[src/rtl/glitch_pkg.sv]
// Shared types and reset-time constants for the glitch sequencer.
package glitch_pkg;

  typedef enum logic [2:0] {
    IDLE,
    ARMED,
    DELAY,
    PULSE,
    GAP
  } state_t;

  localparam int CNT_W_DEF = 32;
  localparam int REP_W_DEF = 8;
  localparam int ATT_W_DEF = 16;

  // Config held after reset: immediate, single one-cycle pulse.
  localparam int CFG_RST_DELAY = 0;
  localparam int CFG_RST_WIDTH = 1;
  localparam int CFG_RST_GAP   = 1;
  localparam int CFG_RST_COUNT = 1;

endpackage

[src/rtl/trigger_sync.sv]
// Two-flop synchroniser for the asynchronous target trigger, plus rising-edge detect.
module trigger_sync (
  input  logic clk,
  input  logic rst_n,
  input  logic trigger_in,
  output logic trig_rise
);

  logic s1;
  logic s2;
  logic s3;

  always_ff @(posedge clk or negedge rst_n) begin
    if (!rst_n) begin
      s1 <= 1'b0;
      s2 <= 1'b0;
      s3 <= 1'b0;
    end else begin
      s1 <= trigger_in;
      s2 <= s1;
      s3 <= s2;
    end
  end

  assign trig_rise = s2 & ~s3;

endmodule

[src/rtl/glitch_sequencer.sv]
// Arms on request, waits for a synchronised trigger edge, then emits a timed
// train of glitch pulses using one shared down-counter and a repeat counter.
module glitch_sequencer
  import glitch_pkg::*;
#(
  parameter int   CNT_W      = CNT_W_DEF,
  parameter int   REP_W      = REP_W_DEF,
  parameter int   ATT_W      = ATT_W_DEF,
  parameter logic GLITCH_POL = 1'b1
) (
  input  logic             clk,
  input  logic             rst_n,
  input  logic             cfg_valid,
  output logic             cfg_ready,
  input  logic [CNT_W-1:0] cfg_delay,
  input  logic [CNT_W-1:0] cfg_width,
  input  logic [CNT_W-1:0] cfg_gap,
  input  logic [REP_W-1:0] cfg_count,
  input  logic             arm,
  input  logic             abort,
  input  logic             trigger_in,
  output logic             glitch_out,
  output logic             armed,
  output logic             busy,
  output logic             done,
  output logic [ATT_W-1:0] attempts
);

  localparam logic [CNT_W-1:0] CNT_ONE = CNT_W'(1);
  localparam logic [REP_W-1:0] REP_ONE = REP_W'(1);
  localparam logic [ATT_W-1:0] ATT_ONE = ATT_W'(1);

  state_t           state;
  state_t           state_next;
  logic [CNT_W-1:0] cnt;
  logic [CNT_W-1:0] cnt_next;
  logic [REP_W-1:0] rep;
  logic [REP_W-1:0] rep_next;
  logic             train_end;
  logic             trig_rise;

  logic [CNT_W-1:0] delay_q;
  logic [CNT_W-1:0] width_q;
  logic [CNT_W-1:0] gap_q;
  logic [REP_W-1:0] count_q;
  logic [ATT_W-1:0] att_q;
  logic             glitch_q;
  logic             done_q;

  trigger_sync u_trigger_sync (
    .clk        (clk),
    .rst_n      (rst_n),
    .trigger_in (trigger_in),
    .trig_rise  (trig_rise)
  );

  assign cfg_ready = (state == IDLE);

  // Zero width/gap/count would make a degenerate train, so they are stored as 1.
  always_ff @(posedge clk or negedge rst_n) begin
    if (!rst_n) begin
      delay_q <= CNT_W'(CFG_RST_DELAY);
      width_q <= CNT_W'(CFG_RST_WIDTH);
      gap_q   <= CNT_W'(CFG_RST_GAP);
      count_q <= REP_W'(CFG_RST_COUNT);
    end else if (cfg_valid && cfg_ready) begin
      delay_q <= cfg_delay;
      width_q <= (cfg_width == '0) ? CNT_ONE : cfg_width;
      gap_q   <= (cfg_gap == '0) ? CNT_ONE : cfg_gap;
      count_q <= (cfg_count == '0) ? REP_ONE : cfg_count;
    end
  end

  always_comb begin
    state_next = state;
    cnt_next   = cnt;
    rep_next   = rep;
    train_end  = 1'b0;
    if (abort) begin
      state_next = IDLE;
      cnt_next   = '0;
      rep_next   = '0;
    end else begin
      case (state)
        IDLE: begin
          if (arm) state_next = ARMED;
        end
        ARMED: begin
          if (trig_rise) begin
            rep_next = count_q - REP_ONE;
            if (delay_q == '0) begin
              state_next = PULSE;
              cnt_next   = width_q - CNT_ONE;
            end else begin
              state_next = DELAY;
              cnt_next   = delay_q - CNT_ONE;
            end
          end
        end
        DELAY: begin
          if (cnt == '0) begin
            state_next = PULSE;
            cnt_next   = width_q - CNT_ONE;
          end else begin
            cnt_next = cnt - CNT_ONE;
          end
        end
        PULSE: begin
          if (cnt == '0) begin
            if (rep == '0) begin
              state_next = IDLE;
              train_end  = 1'b1;
            end else begin
              state_next = GAP;
              cnt_next   = gap_q - CNT_ONE;
              rep_next   = rep - REP_ONE;
            end
          end else begin
            cnt_next = cnt - CNT_ONE;
          end
        end
        GAP: begin
          if (cnt == '0) begin
            state_next = PULSE;
            cnt_next   = width_q - CNT_ONE;
          end else begin
            cnt_next = cnt - CNT_ONE;
          end
        end
        default: begin
          state_next = IDLE;
          cnt_next   = '0;
          rep_next   = '0;
        end
      endcase
    end
  end

  // glitch_out is registered from the next state so it lines up with PULSE exactly.
  always_ff @(posedge clk or negedge rst_n) begin
    if (!rst_n) begin
      state    <= IDLE;
      cnt      <= '0;
      rep      <= '0;
      glitch_q <= ~GLITCH_POL;
      done_q   <= 1'b0;
      att_q    <= '0;
    end else begin
      state    <= state_next;
      cnt      <= cnt_next;
      rep      <= rep_next;
      glitch_q <= (state_next == PULSE) ? GLITCH_POL : ~GLITCH_POL;
      done_q   <= train_end;
      if (train_end && (att_q != '1)) att_q <= att_q + ATT_ONE;
    end
  end

  assign glitch_out = glitch_q;
  assign armed      = (state == ARMED);
  assign busy       = (state == DELAY) || (state == PULSE) || (state == GAP);
  assign done       = done_q;
  assign attempts   = att_q;

endmodule

[config.mk]
export PLATFORM = sky130hd
export DESIGN_NAME = glitch_sequencer
export DESIGN_NICKNAME = d
export VERILOG_FILES = /design/src/rtl/glitch_pkg.sv /design/src/rtl/trigger_sync.sv /design/src/rtl/glitch_sequencer.sv
export SDC_FILE = /design/constraint.sdc
export NUM_CORES = 1
export LEC_CHECK = 0
export BUFFER_PORTS_ARGS = -buffer_cell sky130_fd_sc_hd__buf_2
export CAP_MARGIN = 20
export CORE_UTILIZATION = 60
export DETAILED_ROUTE_END_ITERATION = 16
export PLACE_DENSITY = 0.82
export SLEW_MARGIN = 5
export SYNTH_ARGS = -nofsm -noshare
export SYNTH_HDL_FRONTEND = slang
export SYNTH_HIERARCHICAL = 1
export SYNTH_SLANG_ARGS = --single-unit
export TNS_END_PERCENT = 1
[constraint.sdc]
create_clock -name clk -period 7.5 [get_ports clk]
set_input_delay 2.25 -clock clk [delete_from_list [all_inputs] [get_ports clk]]
set_output_delay 2.25 -clock clk [all_outputs]
set_load 0.02 [all_outputs]
# == After elaboration in Yosys (flattened, before gate mapping) ==
# Cells that the tools add are included.
# word_totals
regBits,168
inputBits,110
word_cells,77
# classes
n_addsub,7
n_eq_ne,12
muxes,28
bitwise_logic,2
n_reduce_logical,15
# op_table
cell,n
2-to-1 mux 32 bit,8
logical NOT 32 bit,4
case mux 32 bit (4 select lines),1
subtractor 32 x 1 -> 32 bit (second input constant),4
2-to-1 mux 8 bit,5
case mux 8 bit (3 select lines),1
2-to-1 mux 3 bit,6
adder 16 x 1 -> 16 bit (second input constant),1
logical NOT 8 bit,2
!= test 16 bit (second input constant),1
subtractor 8 x 1 -> 8 bit (second input constant),2
case mux 3 bit (4 select lines),1
equality test 3 x 2 -> 1 bit (second input constant),3
2-to-1 mux 1 bit,6
!= test 3 bit (second input constant),2
!= test 2 x 1 -> 1 bit (second input constant),2
!= test 4 bit (second input constant),1
AND reduction 4 bit,1
equality test 3 x 1 -> 1 bit (second input constant),1
equality test 3 bit (second input constant),1
logical NOT 3 bit,1
!= test 3 x 2 -> 1 bit (second input constant),1
AND reduction 3 bit,1
OR reduction 3 bit,1
5 further kinds,7

# == Depth between registers and ports, before layout ==
# Gate-level depths: netlist of the first run.
# depth
depth_word,7
ltp_mapped,13

# == By module ==
# The synthesis of the first run kept the hierarchy.
# modules_own_cells
mod,instances,cells_each,area_each_um2,seq_area_each_um2
glitch_sequencer,1,1050,10179.8,4132.7
trigger_sync,1,4,88.8,75.1

# == Least setup slack after synthesis of the first run ==
# OpenSTA, ideal clock, no wires.
# synth_path
path_type,input -> register
start,input abort
end,register cnt[27]
setup_ns,0.126
t_arrival_ns,3.842
required_time_ns,7.374
setup_slack_ns,3.532
path_stages,6
path_buffers,1
cell_sequence,or4_4 or4_4 nand2_1 buf_4 nor2_1 a221o_1
# synth_via
elab_chain_len,2
# synth_lines
item,line,rtl
from (decl),glitch_sequencer.sv:20,"input logic abort,"
!= test 4 bit (no source line) (tied with other cells),-,
AND reduction 3 bit (no source line),-,
to (signal assigned),glitch_sequencer.sv:150,cnt <= cnt_next;
to (decl),glitch_sequencer.sv:35,logic [CNT_W-1:0] cnt;
# Several ways; a longest one is shown, not always the timed one.
# A chain may end at the register's enable or synchronous reset.

# == Final worst setup path of the first run ==
# layout_path
start,register state[1]
end,output busy
# layout_via
elab_chain_len,3
# layout_lines
item,line,rtl
from (decl),glitch_sequencer.sv:33,state_t state;
from (signal assigned),glitch_sequencer.sv:149,state <= state_next;
equality test 3 x 2 -> 1 bit,glitch_sequencer.sv:160,assign busy = (state == DELAY) || (state == PULSE) || (state == GAP);
logical OR 1 bit,glitch_sequencer.sv:160,
logical OR 1 bit *,glitch_sequencer.sv:160,
to (decl),glitch_sequencer.sv:24,"output logic busy,"
# Mark *: on every way between the ends. The rest lies on a longest branch, timed or not.

==> results.cfg, run 1 <==
[global_route]
overflow = 0
antenna_found_initial = 1
grt_pass1_wl_mm = 46.8
grt_max_degree = 91
grt_pass1_vias = 8883
grt_usage_pct = 34.1

[power_and_ir_drop]
internal_power_uw = 1850
clock_power_share_pct = 28.6
swShare_pct = 36.1
p_switching_uw = 1050
powerDensity_mw_per_mm2 = 250
ir_worst_vdd_uv = 188
p_comb_share_pct = 28.8
seq_power_share_pct = 42.6
leakage_uw = 0.00472

[synth]
yosysWarnings = 6
synthTopCellsByArea = dfrtp_1 40%, mux2_2 10%, xnor2_1 5.8%, xor2_1 4.2%, nor4_1 3.3%
yosys.area.top_type = dfrtp_1
yosysUniqueCellTypes = 72
async_flop_share_pct = 100
ys_seq_area_share_pct = 41.0
synth_top_area_share_pct = 40.2
ys_ff_latch = 168
synthCells = 1054
netlist_area_mm2 = 0.0103
synth_edf_count = 0
syn_area_per_cell_um2 = 9.74
ys.flop_type = dfrtp_1
synth_nets = 1172

[worst_setup_path]
critPathArrivalTime_ns = 2.22
critical_path_class = register to output port
cp-end-kind = output port
required_ns = 5.25
critPathMaxFanout = 15
crit_path_start_kind = register

[sta]
fmax_mhz = 224
setup_violations = 0
rsz0062_at_grt = false
finClkSkew_ns = 0.00944
slew_violations = 0
fin_crit_ns = 4.47
hold_viol = 0
totalNegativeSetupSlack_ns = 0
period_share_pct = 59.6
slew-limit-headroom_pct = 34.0
setup_ws_ns = 3.03
worst_pin_slew_ns = 0.990

[placed_design]
io_buffers = 130
gp_congestion = 1.04
dp_hpwl_mm = 21.0
placed_cells = 1359
placed_area_mm2 = 0.0110
place_ws_ns = 2.53

[clocking]
clk-insertion-delay-late_ns = 0.44
clockRootBuffer = clkbuf_16
postCtsHoldBufs = 0
cts-resized-gates = 0
ctsLongestPathBuffers = 2
cts_sinks = 168
htreeDepth = 4
cts_tree = built
cts-buffers-inserted = 17
cts_setup_buffers = 0
path_clk_slew_ns = 0.06

[finish]
syn_to_final_growth_pct = 12.9
drive_above_1_share_pct = 25.7
fin_nets = 1277
design_area_mm2 = 0.0116
post_layout_nonfiller_instances = 1393

[floorplan]
die_x_um = 133
fp.dieH_um = 133
ios = 131
num_rows = 47
initial_core_util_pct = 61.7
dieArea_mm2 = 0.0176
coreArea_mm2 = 0.0166

[detailed_routing]
route.detailed.drc = 0
dr.pass1.iters = 7
antenna_left = 0
wl_per_cell_um = 20.8
wl_mm = 28.9
drt-initial-drc-count = 1077
vias_per_cell = 6.67
vias = 9286

[run_status]
outcome = finished clean

[run]
drv_cap = 0

[hold_path]
hold_class = register to register
sequential cells by signal (all words and copies together) (netlist names):
signal,cells
done,1
count_q,8
cnt,32
attempts,16
u_trigger_sync/s3,1
u_trigger_sync/s1,1
width_q,32
gap_q,32
rep,8
u_trigger_sync/s2,1
state,3
delay_q,32
glitch_out,1
metal layers:
| layer | routed length (µm) | share of wire, % | GRT usage, % |
|---|---|---|---|
| met5 | 0 | 0 | 0 |
| met4 | 1340 | 4.6 | 16.6 |
| met3 | 2770 | 9.6 | 9.00 |
| met2 | 13200 | 46 | 51.1 |
| met1 | 11600 | 40 | 45.8 |
logic make-up after synthesis:
logic type | Yosys count | share of synthesized area, %
mux | 100 | 10.9
simple gates | 409 | 22.7
compound gates | 186 | 11.9
xor+xnor | 117 | 9.98
fa+ha+maj | 8 | 0.975
buf+inv | 66 | 2.62
flops | 168 | 41.0
cell usage in the layout, fill, tap and decap left out, types with 6 or more instances in the layout:
cell type,netlist,layout
a21oi_1,23,23
nand4_1,20,20
o22ai_1,23,23
or2_2,7,7
xor2_1,49,49
a221oi_1,8,8
or4_1,13,13
mux2_2,95,95
xnor2_1,68,68
a211oi_1,16,16
dfrtp_1,165,165
nand2_1,80,80
nor3b_1,7,7
nand3_1,19,19
nor4b_1,6,6
o211ai_1,6,6
ha_1,8,8
or3_1,19,19
nor3_1,56,56
nor4_1,54,54
nor4_2,7,7
clkbuf_16,0,17
buf_2,11,129
nand2b_1,8,8
inv_1,15,15
o21ai_0,60,60
nor2_1,76,76
worst max-delay path, stage by stage, from the launching register on:
cell,delay [ns]
dfrtp_1,0.63
xnor2_1,0.19
o21ai_0,0.67
buf_2,0.30
power by group through the flow:
| stage | clock network, µW | registers, µW | logic, µW |
|---|---|---|---|
| 6_report | 830 | 1240 | 835 |
| 5_1_grt | 870 | 1260 | 895 |
| 4_1_cts | 833 | 1230 | 811 |
| 3_5_place_dp | 0 | 1240 | 804 |
| 3_3_place_gp | 0 | 1240 | 785 |
| 2_1_floorplan | 0 | 1180 | 593 |
worst paths after layout:
check	start	end	slack (ns)	cells after the start
min in group asynchronous	rst_n	attempts[4]	1.88	1
max	state[1]	busy	3.03	3
min	u_trigger_sync/s1	u_trigger_sync/s2	0.36	0
min reg2reg	u_trigger_sync/s1	u_trigger_sync/s2	0.36	0
max in group asynchronous	rst_n	delay_q[20]	4.09	2
max reg2reg	cnt[9]	cnt[0]	3.75	6
per-stage QoR:
step / util [%] / hold slack, ns / total power, µW
6_report: 69.6 / 0.357 / 2900
5_1_grt: 69.6 / 0.365 / 3020
4_1_cts: 69.5 / 0.363 / 2870
3_5_place_dp: 66.3 / 0.348 / 2050
3_3_place_gp: 66.3 / 0.339 / 2020
2_1_floorplan: - / 0.331 / 1780
synth_stat cells (8+ instances only):
| cell | count |
|---|---|
| xor2_1 | 49 |
| inv_1 | 15 |
| a211oi_1 | 16 |
| nand4_1 | 20 |
| xnor2_1 | 68 |
| buf_2 | 11 |
| nand3_1 | 19 |
| o21ai_0 | 60 |
| nor2_1 | 76 |
| mux2_2 | 95 |
| clkbuf_1 | 32 |
| nand2_1 | 80 |
| nand2b_1 | 8 |
| o22ai_1 | 23 |
| nor3_1 | 56 |
| ha_1 | 8 |
| nor4_1 | 54 |
| or3_1 | 19 |
| dfrtp_1 | 165 |
| a21oi_1 | 23 |
| a221oi_1 | 8 |
| or4_1 | 13 |
final cells by class:
class	count	area, µm²
timing repair buffer	136	709
fill	1252	5050
antenna	1	2.50
multi-input combinational	820	5790
inverter	16	60.1
clock inverter	11	101
sequential	168	4210
tap	220	275
clock buffer	21	440
No activity file was read; power rests on OpenSTA's default activity.
==> run 2: changes to the inputs <==
- ABC_AREA: not set -> 1
- PLACE_DENSITY: 0.82 -> 0.81
- clock period: 7.5 -> 4.5 ns (I/O delays scaled with it)
==> results.cfg, run 2 <==
[detailed_routing]
vias_per_cell = 5.80
wl_mm = 38.7
vias = 12972
drt-initial-drc-count = 1526
wl_per_cell_um = 17.3
antenna_left = 0
route.detailed.drc = 0
dr.pass1.iters = 9

[hold_path]
min_from = u_trigger_sync/s1
min_to = u_trigger_sync/s2
hold_class = register to register
hold-path-cell-count = 0

[synth]
yosys.area.top_type = dfrtp_1
ys_seq_area_share_pct = 35.1
synth_top_area_share_pct = 34.4
async_flop_share_pct = 100
synth_most_common_cell = nand2_1
synthCells = 1848
synth_edf_count = 0
ys_ff_latch = 168
netlist_area_mm2 = 0.0120
synth_common_cells = 555 x nand2_1, 282 x nor2_1, 233 x nand3_1, 181 x inv_1, 165 x dfrtp_1
yosysUniqueCellTypes = 46
synthTopCellsByArea = dfrtp_1 34%, nand2_1 17%, nand3_1 9.7%, nor2_1 8.8%, inv_1 5.7%
synth_nets = 1966
ys.flop_type = dfrtp_1
syn_area_per_cell_um2 = 6.49
yosysWarnings = 6

[finish]
syn_to_final_growth_pct = 12.4
fin_nets = 2076
diodes = 0
final_common_cell = nand2_1
drive_above_1_share_pct = 11.8
post_layout_nonfiller_instances = 2236
mostFrequentLayoutCells = 554 x nand2_1, 282 x nor2_1, 233 x nand3_1

[worst_setup_path]
critPathMaxStageDelay_ns = 0.74
critical_path_class = register to output port
rr_worst_depth = 6
cp_slowest_cell = o21ai_1
required_ns = 3.15
crit_path_start_kind = register
critical-path-top-delay-family = compound AO/OA/AOI/OAI gates
critPathMaxFanout = 9
worstReg2RegStart = state[2]
critPathArrivalTime_ns = 2.09
crit_chain = o21ai_1 > nand2_1 > buf_2
r2r-end = glitch_out
startpoint = state[2]
reg2reg_setup_slack_ns = 1.68
crit_buf_inv = 1
cp-end-kind = output port

[power_and_ir_drop]
swShare_pct = 42.8
internal_power_uw = 3050
p_comb_share_pct = 33.9
seq_power_share_pct = 37.4
clock_power_share_pct = 28.8
ir_worst_vdd_uv = 281
powerDensity_mw_per_mm2 = 395
p_total_uw = 5330
p_switching_uw = 2280
leakage_uw = 0.00661

[sta]
slew-limit-headroom_pct = 37.8
worst_pin_slew_ns = 0.926
period_share_pct = 76.4
finClkSkew_ns = 0.0111
setup_ws_ns = 1.06
hold_viol = 0
fmax_mhz = 291
fin_crit_ns = 3.44
slew_violations = 0
setup_violations = 0
totalNegativeSetupSlack_ns = 0
whs_ns = 0.361
rsz0062_at_grt = false

[global_route]
antenna_found_initial = 0
grt_usage_pct = 38.9
grt_pass1_wl_mm = 61.0
grt_max_degree = 76
grt_pass1_vias = 11651
overflow = 0

[floorplan]
ios = 131
coreArea_mm2 = 0.0195
initial_core_util_pct = 61.4
fp.dieH_um = 143
die_x_um = 143
dieArea_mm2 = 0.0206
num_rows = 51

[clocking]
cts-buffers-inserted = 17
cts_tree = built
postCtsHoldBufs = 0
htreeDepth = 4
cts_sinks = 168
cts-resized-gates = 0
clk-insertion-delay-late_ns = 0.45
path_clk_slew_ns = 0.08
cts_setup_buffers = 0
ctsLongestPathBuffers = 2
clockRootBuffer = clkbuf_16

[placed_design]
dp_hpwl_mm = 29.9
gp_congestion = 1.00
io_buffers = 130
place_ws_ns = 1.36
placed_cells = 2203

[run]
drv_cap = 0

[run_status]
outcome = finished clean
==> run 2: worst register-to-register path, cell delays in order (launching register included) <==
cell and delay (ns):
dfrtp_1 0.43, o21ai_1 0.74, inv_1 0.67, nand2_1 0.26
nand2_1 0.18, nor3_1 0.26, nor3_1 0.14
==> run 2: per-layer routing <==
layer,routed length [µm],vias to the layer above,track usage (%)
met2,16800,669,57.9
met3,3880,112,9.30
li1,-,6160,-
met4,1480,0,17.1
met5,0,-,0
met1,16500,6031,53.6
==> run 2: metrics by stage <==
step	util (%)	area, µm²
6_report	69.0	13500
5_1_grt	69.0	13500
4_1_cts	69.0	13500
3_5_place_dp	65.8	12800
3_3_place_gp	65.8	12800
2_1_floorplan	-	12000
==> run 2: logic make-up (layout without fill, tap and decap cells) <==
group,Yosys count,count (layout),share of synthesized area [%]
flops,168,168,35.1
simple gates,1180,1180,41.9
xor+xnor,79,79,5.77
mux,7,7,0.657
fa+ha+maj,8,8,0.835
compound gates,166,166,7.65
buf+inv,240,363,8.07
==> run 2: power by group through the flow <==
stage,combinational [µW],sequential (µW),clock [µW]
2_1_floorplan,1250,1920,0
3_3_place_gp,1710,2010,0
3_5_place_dp,1740,2010,0
4_1_cts,1760,1980,1540
5_1_grt,2000,2020,1600
6_report,1800,1990,1530
==> run 2: area by class of cell <==
class | count | area (µm²)
Timing Repair Buffer | 143 | 786
Clock buffer | 17 | 425
Tap cell | 265 | 332
Sequential cell | 168 | 4210
Inverter | 188 | 707
Clock inverter | 15 | 195
Multi-Input combinational cell | 1440 | 6830
Fill cell | 1807 | 6050
==> run 2: how the worst max path moves through the flow <==
stage | end | slack, ns | depth (start not counted)
6_report | busy | 1.06 | 3
5_1_grt | busy | 0.99 | 3
4_1_cts | busy | 1.15 | 3
3_3_place_gp | delay_q[24] | 1.46 | 5
3_5_place_dp | delay_q[18] | 1.36 | 5
2_1_floorplan | cnt[2] | 1.92 | 8
